--- src/rtl/fetch_stage.sv ---
// Instruction-fetch stage: owns the PC, reads the synchronous instruction
// SRAM, and hands {pc, pc_en} to Decode over the FD valid/allowin handshake.
// A taken branch released by Decode redirects the PC and turns the slot
// handed off in the same cycle into a bubble (pc_en=0).
module fetch_stage #(
    parameter logic [31:0] RESET_PC   = 32'h1C000000,
    parameter int          FD_BUS_WID = 33,
    parameter int          BR_BUS_WID = 33
) (
    input  logic                  clk,
    input  logic                  rst,
    input  logic                  D_allowin,
    input  logic [BR_BUS_WID-1:0] Branch_BUS,
    output logic                  FD_valid,
    output logic [FD_BUS_WID-1:0] FD_BUS,
    output logic                  inst_sram_en,
    output logic [3:0]            inst_sram_we,
    output logic [31:0]           inst_sram_addr,
    output logic [31:0]           inst_sram_wdata
);

    logic        F_valid;
    logic [31:0] pc_F;
    logic        d_live;     // slot currently in Decode is valid with pc_en=1

    logic        br_taken;
    logic [31:0] br_target;
    logic        handoff;
    logic        br_eff;
    logic        pc_en_out;

    assign br_taken  = Branch_BUS[BR_BUS_WID-1];
    assign br_target = Branch_BUS[31:0];

    // A branch counts only when Decode holds a live slot and is releasing it;
    // a stalled Decode's br_taken is re-sampled once allowin rises.
    assign FD_valid  = F_valid & ~rst;
    assign handoff   = FD_valid & D_allowin;
    assign br_eff    = br_taken & d_live & D_allowin;
    assign pc_en_out = ~br_eff;

    // On a stall or a cancelled handoff the SRAM is not read, so its rdata
    // holds and Decode re-sees the previous word, gated by pc_en=0.
    assign inst_sram_en    = handoff & ~br_eff;
    assign inst_sram_we    = 4'b0;
    assign inst_sram_addr  = pc_F;
    assign inst_sram_wdata = 32'b0;

    assign FD_BUS = {pc_F, pc_en_out};

    // Fetch state: valid flag, PC redirect/advance/hold, Decode liveness.
    always_ff @(posedge clk) begin
        // NOTE: state registers use non-blocking assignments so every update
        // in this block sees the pre-edge values of F_valid, pc_F and d_live.
        if (rst) begin
            F_valid <= 1'b0;
            pc_F    <= RESET_PC;
            d_live  <= 1'b0;
        end else begin
            F_valid <= 1'b1;
            if (br_eff) begin
                pc_F <= br_target;
            end else if (handoff) begin
                pc_F <= pc_F + 32'd4;
            end
            if (D_allowin) begin
                d_live <= FD_valid & pc_en_out;
            end
        end
    end

endmodule

--- config.mk ---
export PLATFORM = sky130hd
export DESIGN_NAME = fetch_stage
export DESIGN_NICKNAME = d
export VERILOG_FILES = /design/src/rtl/fetch_stage.sv
export SDC_FILE = /design/constraint.sdc
export NUM_CORES = 1
export LEC_CHECK = 0
export ABC_AREA = 1
export ABC_CLOCK_PERIOD_IN_PS = 2100
export CAP_MARGIN = 5
export CORE_ASPECT_RATIO = 0.7
export CORE_UTILIZATION = 25
export CTS_CLUSTER_SIZE = 25
export DETAILED_ROUTE_END_ITERATION = 16
export PLACE_DENSITY = 0.56
export SETUP_SLACK_MARGIN = 0.15
export SLEW_MARGIN = 20
export SYNTH_ARGS = -nofsm -noshare
export SYNTH_HDL_FRONTEND = slang
export SYNTH_SLANG_ARGS = --single-unit
--- constraint.sdc ---
create_clock -name clk -period 2.1 [get_ports clk]
set_input_delay 0.42 -clock clk [delete_from_list [all_inputs] [get_ports clk]]
set_output_delay 0.42 -clock clk [all_outputs]
set_load 0.01 [all_outputs]
==> results.py <==
metrics = {
    "outcome": {
        "status": "completed",
    },
    "die": {
        "pin_count": 139,
        "die_x_um": 132.0,
        "die_y_um": 93.03,
        "coreArea_mm2": 0.01125,
        "initial_core_util_pct": 26.30,
        "fp-row-count": 32,
        "dieArea_mm2": 0.01228,
    },
    "global_routing": {
        "first_global_vias": 3011,
        "grt_start_max_net_pins": 27,
        "grt_pass1_wl_um": 15190,
        "grt_usage_pct": 15.82,
        "grt-ovfl-total": 0,
        "antenna_found_initial": 0,
    },
    "clock_tree": {
        "clk_pin_slew_ps": 50,
        "insertion_delay_ps": 280,
        "cts_sinks": 34,
        "post_cts_buffers": 0,
        "root_buffer": "clkbuf_16",
        "cts_buffer_depth": 2,
        "htree_levels": 2,
        "cts_buffers": 5,
        "cts_tree": "done",
    },
    "pwr": {
        "seq_power_share_pct": 41.2,
        "irDropWorstVdd_mv": 0.2270,
        "combPwrFrac_pct": 15.3,
        "switchingPower_mw": 0.4216,
        "total_power_mw": 1.638,
        "leakagePower_nw": 1.557,
        "powerDensity_mw_per_mm2": 413.4,
        "p_clk_share_pct": 43.4,
        "p_int_mw": 1.216,
        "switching_share_pct": 25.74,
    },
    "sta": {
        "skew_ps": 3.227,
        "fin_crit_sh_pct": 89.89,
        "setup_viol": 0,
        "slew_violations": 0,
        "final-hold-violation-count": 0,
        "min_period_ps": 1888,
        "max_freq_mhz": 529.7,
        "hold_slack_ps": 483.4,
        "rsz0062_at_grt": "false",
    },
    "detailed_routing": {
        "wire_per_inst_um": 13.33,
        "wirelength_um": 9461,
        "antenna_left": 0,
        "avgViaCountPerCell": 4.466,
        "vias": 3171,
        "drt_iter0_markers": 240,
        "drt_drc_violations_left": 0,
        "firstDrtPassIters": 5,
    },
    "placement": {
        "place_congestion": 0.8642,
        "portBuffers": 102,
        "place_area_mm2": 0.003832,
        "dp_hpwl_um": 7306,
    },
    "setup_path": {
        "rr_worst_depth": 9,
        "max_stage_delay_ps": 470,
        "worst-path-buf-inv": 3,
        "worstPathArrival_ps": 1470,
        "cp.required_ps": 1680,
        "slowest_stage": "clkdlybuf4s50_1",
        "path_class": "in -> out",
        "r2r_setup_slack_ps": 460,
        "regToRegStartpoint": "inst_sram_addr[18]$_SDFFE_PP0P_",
        "crit_chain": "clkdlybuf4s50_1, nand3_2, buf_4, dlygate4sd2_1",
        "startpoint_type": "input pin",
        "endpoint_kind": "output pin",
        "path_max_fanout": 5,
        "r2r-end": "inst_sram_addr[29]$_SDFFE_PP0P_",
        "cp_top_family": "buffers and inverters",
    },
    "yosys": {
        "synth_cell_types": 37,
        "yosysTopAreaCell": "dfxtp_1",
        "synth_warnings": 0,
        "synth_area_mm2": 0.002959,
        "synth_area_leaders": "dfxtp_1, buf_4, nand2_1, nand3_1, inv_1",
        "synth-seq-cells": 34,
        "synthCells": 483,
        "avgSynthCellArea_um2": 6.126,
        "ys_seq_area_share_pct": 23.00,
        "synth_top_area_share_pct": 23.00,
    },
    "layout": {
        "utilization_pct": 35.22,
        "nets": 594,
        "drive_gt1_share_pct": 8.079,
        "area_growth_pct": 33.91,
        "antenna_cells": 0,
        "stdcell_area_mm2": 0.003963,
    },
    "worst_hold_path": {
        "hold_start": "inst_sram_addr[1]$_SDFFE_PP0P_",
        "min_to": "inst_sram_addr[1]$_SDFFE_PP0P_",
        "min_path_cells": 2,
        "hold_class": "reg -> reg",
    },
    "job": {
        "cap_violations": 0,
    },
}
==> per-layer routing <==
layer	part of all wire, %	wire length [um]	global-route usage, %	up-vias
met5	0	0	0	-
met4	0.47	44	3.101	0
met3	9.2	867	4.499	6
met2	41	3843	24.03	145
met1	50	4705	22.12	1446
li1	-	-	-	1574
==> sequential cells by signal, indices dropped and copies added, names as in the netlist <==
| signal | cells |
|---|---|
| inst_sram_addr | 32 |
| F_valid | 1 |
| d_live | 1 |
==> layout make-up <==
| type | instances | area, um^2 |
|---|---|---|
| Clock buffer | 7 | 132.6 |
| Inverter | 57 | 216.5 |
| Tap cell | 153 | 191.4 |
| Sequential cell | 34 | 680.7 |
| Fill cell | 1216 | 7288 |
| Timing Repair Buffer | 115 | 1139 |
| Multi-Input combinational cell | 344 | 1603 |
==> cells by family (layout without fill, tap and decap cells) <==
kind of cell	count (synthesis)	in the layout	synth area share [%]
other cells	1	36	0.1267
buf+inv	140	179	27.36
fa+ha+maj	1	1	0.4228
xor+xnor	2	2	0.5921
simple gates	246	246	36.79
compound gates	59	59	11.71
flops	34	34	23.00
==> how the worst max path moves through the flow <==
stage                         startpoint  slack (ps)                         endpoint  depth (start not counted)
final                     Branch_BUS[32]         210                        FD_BUS[0]                          4
after global routing                 rst         160  inst_sram_addr[14]$_SDFFE_PP0P_                         11
after CTS                            rst         180                     inst_sram_en                          5
after detailed placement             rst         -80                     inst_sram_en                          5
after global placement               rst         -90                     inst_sram_en                          5
after floorplan           Branch_BUS[32]         590                        FD_BUS[0]                          4
==> cells in the mapped netlist, drive strengths merged <==
master / instances
nand4: 6
a211oi: 3
ha: 1
nor3b: 1
o2111a: 1
o21ai: 20
o311ai: 1
nand3: 43
nand3b: 4
xor2: 1
dfxtp: 34
conb: 1
o21bai: 3
clkbuf: 5
buf: 78
a31oi: 2
or2: 3
nand2: 124
o21a: 1
nor2: 59
a21oi: 21
inv: 57
a21boi: 1
xnor2: 1
o31ai: 1
o211ai: 5
nor3: 6
==> power groups by stage <==
| stage | logic (mW) | registers, mW | clock network [mW] |
|---|---|---|---|
| after global routing | 0.274 | 0.678 | 0.753 |
| after detailed placement | 0.251 | 0.689 | 0 |
| final | 0.251 | 0.676 | 0.711 |
| after CTS | 0.251 | 0.675 | 0.734 |
| after global placement | 0.251 | 0.689 | 0 |
| after floorplan | 0.166 | 0.690 | 0 |
==> stage by stage <==
step | TNS (ps) | cells | worst slack (ps)
floorplan | 0 | 518 | 590.7
global placement | -111.8 | 703 | -85.18
detailed placement | -330.3 | 703 | -82.09
CTS | 0 | 710 | 183.3
global route | 0 | 710 | 158.3
finish | 0 | 710 | 212.3
==> layout by cell type, fill, tap and decap left out, types with 2 or more instances in the layout <==
| cell | synthesis | final |
|---|---|---|
| inv_2 | 3 | 3 |
| a211oi_1 | 3 | 3 |
| nand4_1 | 6 | 6 |
| a21oi_1 | 21 | 21 |
| o21bai_1 | 3 | 3 |
| buf_12 | 0 | 2 |
| o21ai_0 | 19 | 19 |
| nand3b_1 | 4 | 4 |
| a31oi_1 | 2 | 2 |
| nand2_1 | 117 | 117 |
| buf_4 | 71 | 11 |
| o211ai_1 | 5 | 5 |
| clkbuf_16 | 0 | 5 |
| nand2_2 | 7 | 7 |
| dlygate4sd2_1 | 0 | 4 |
| nor3_1 | 6 | 6 |
| clkbuf_1 | 5 | 2 |
| nor2_2 | 8 | 9 |
| dfxtp_1 | 34 | 34 |
| conb_1 | 1 | 36 |
| nor2_1 | 49 | 48 |
| nand3_2 | 2 | 2 |
| nand3_1 | 41 | 41 |
| or2_2 | 2 | 2 |
| clkdlybuf4s50_1 | 0 | 98 |
| inv_1 | 53 | 53 |
| nor2_4 | 2 | 2 |
==> worst min-delay path: cells and delay by family, from the launching register on <==
kind,cells,cell delay [ps]
AND/OR/NAND/NOR,1,60
flip-flops,1,320
AO/OA/AOI/OAI,1,50
==> what timing repair did <==
item,in CTS,in global routing
setup endpoints to repair,3,1
resized for setup,4,1
hold buffers,0,0
cloned,0,0
No activity file was read; power rests on OpenSTA's default activity.
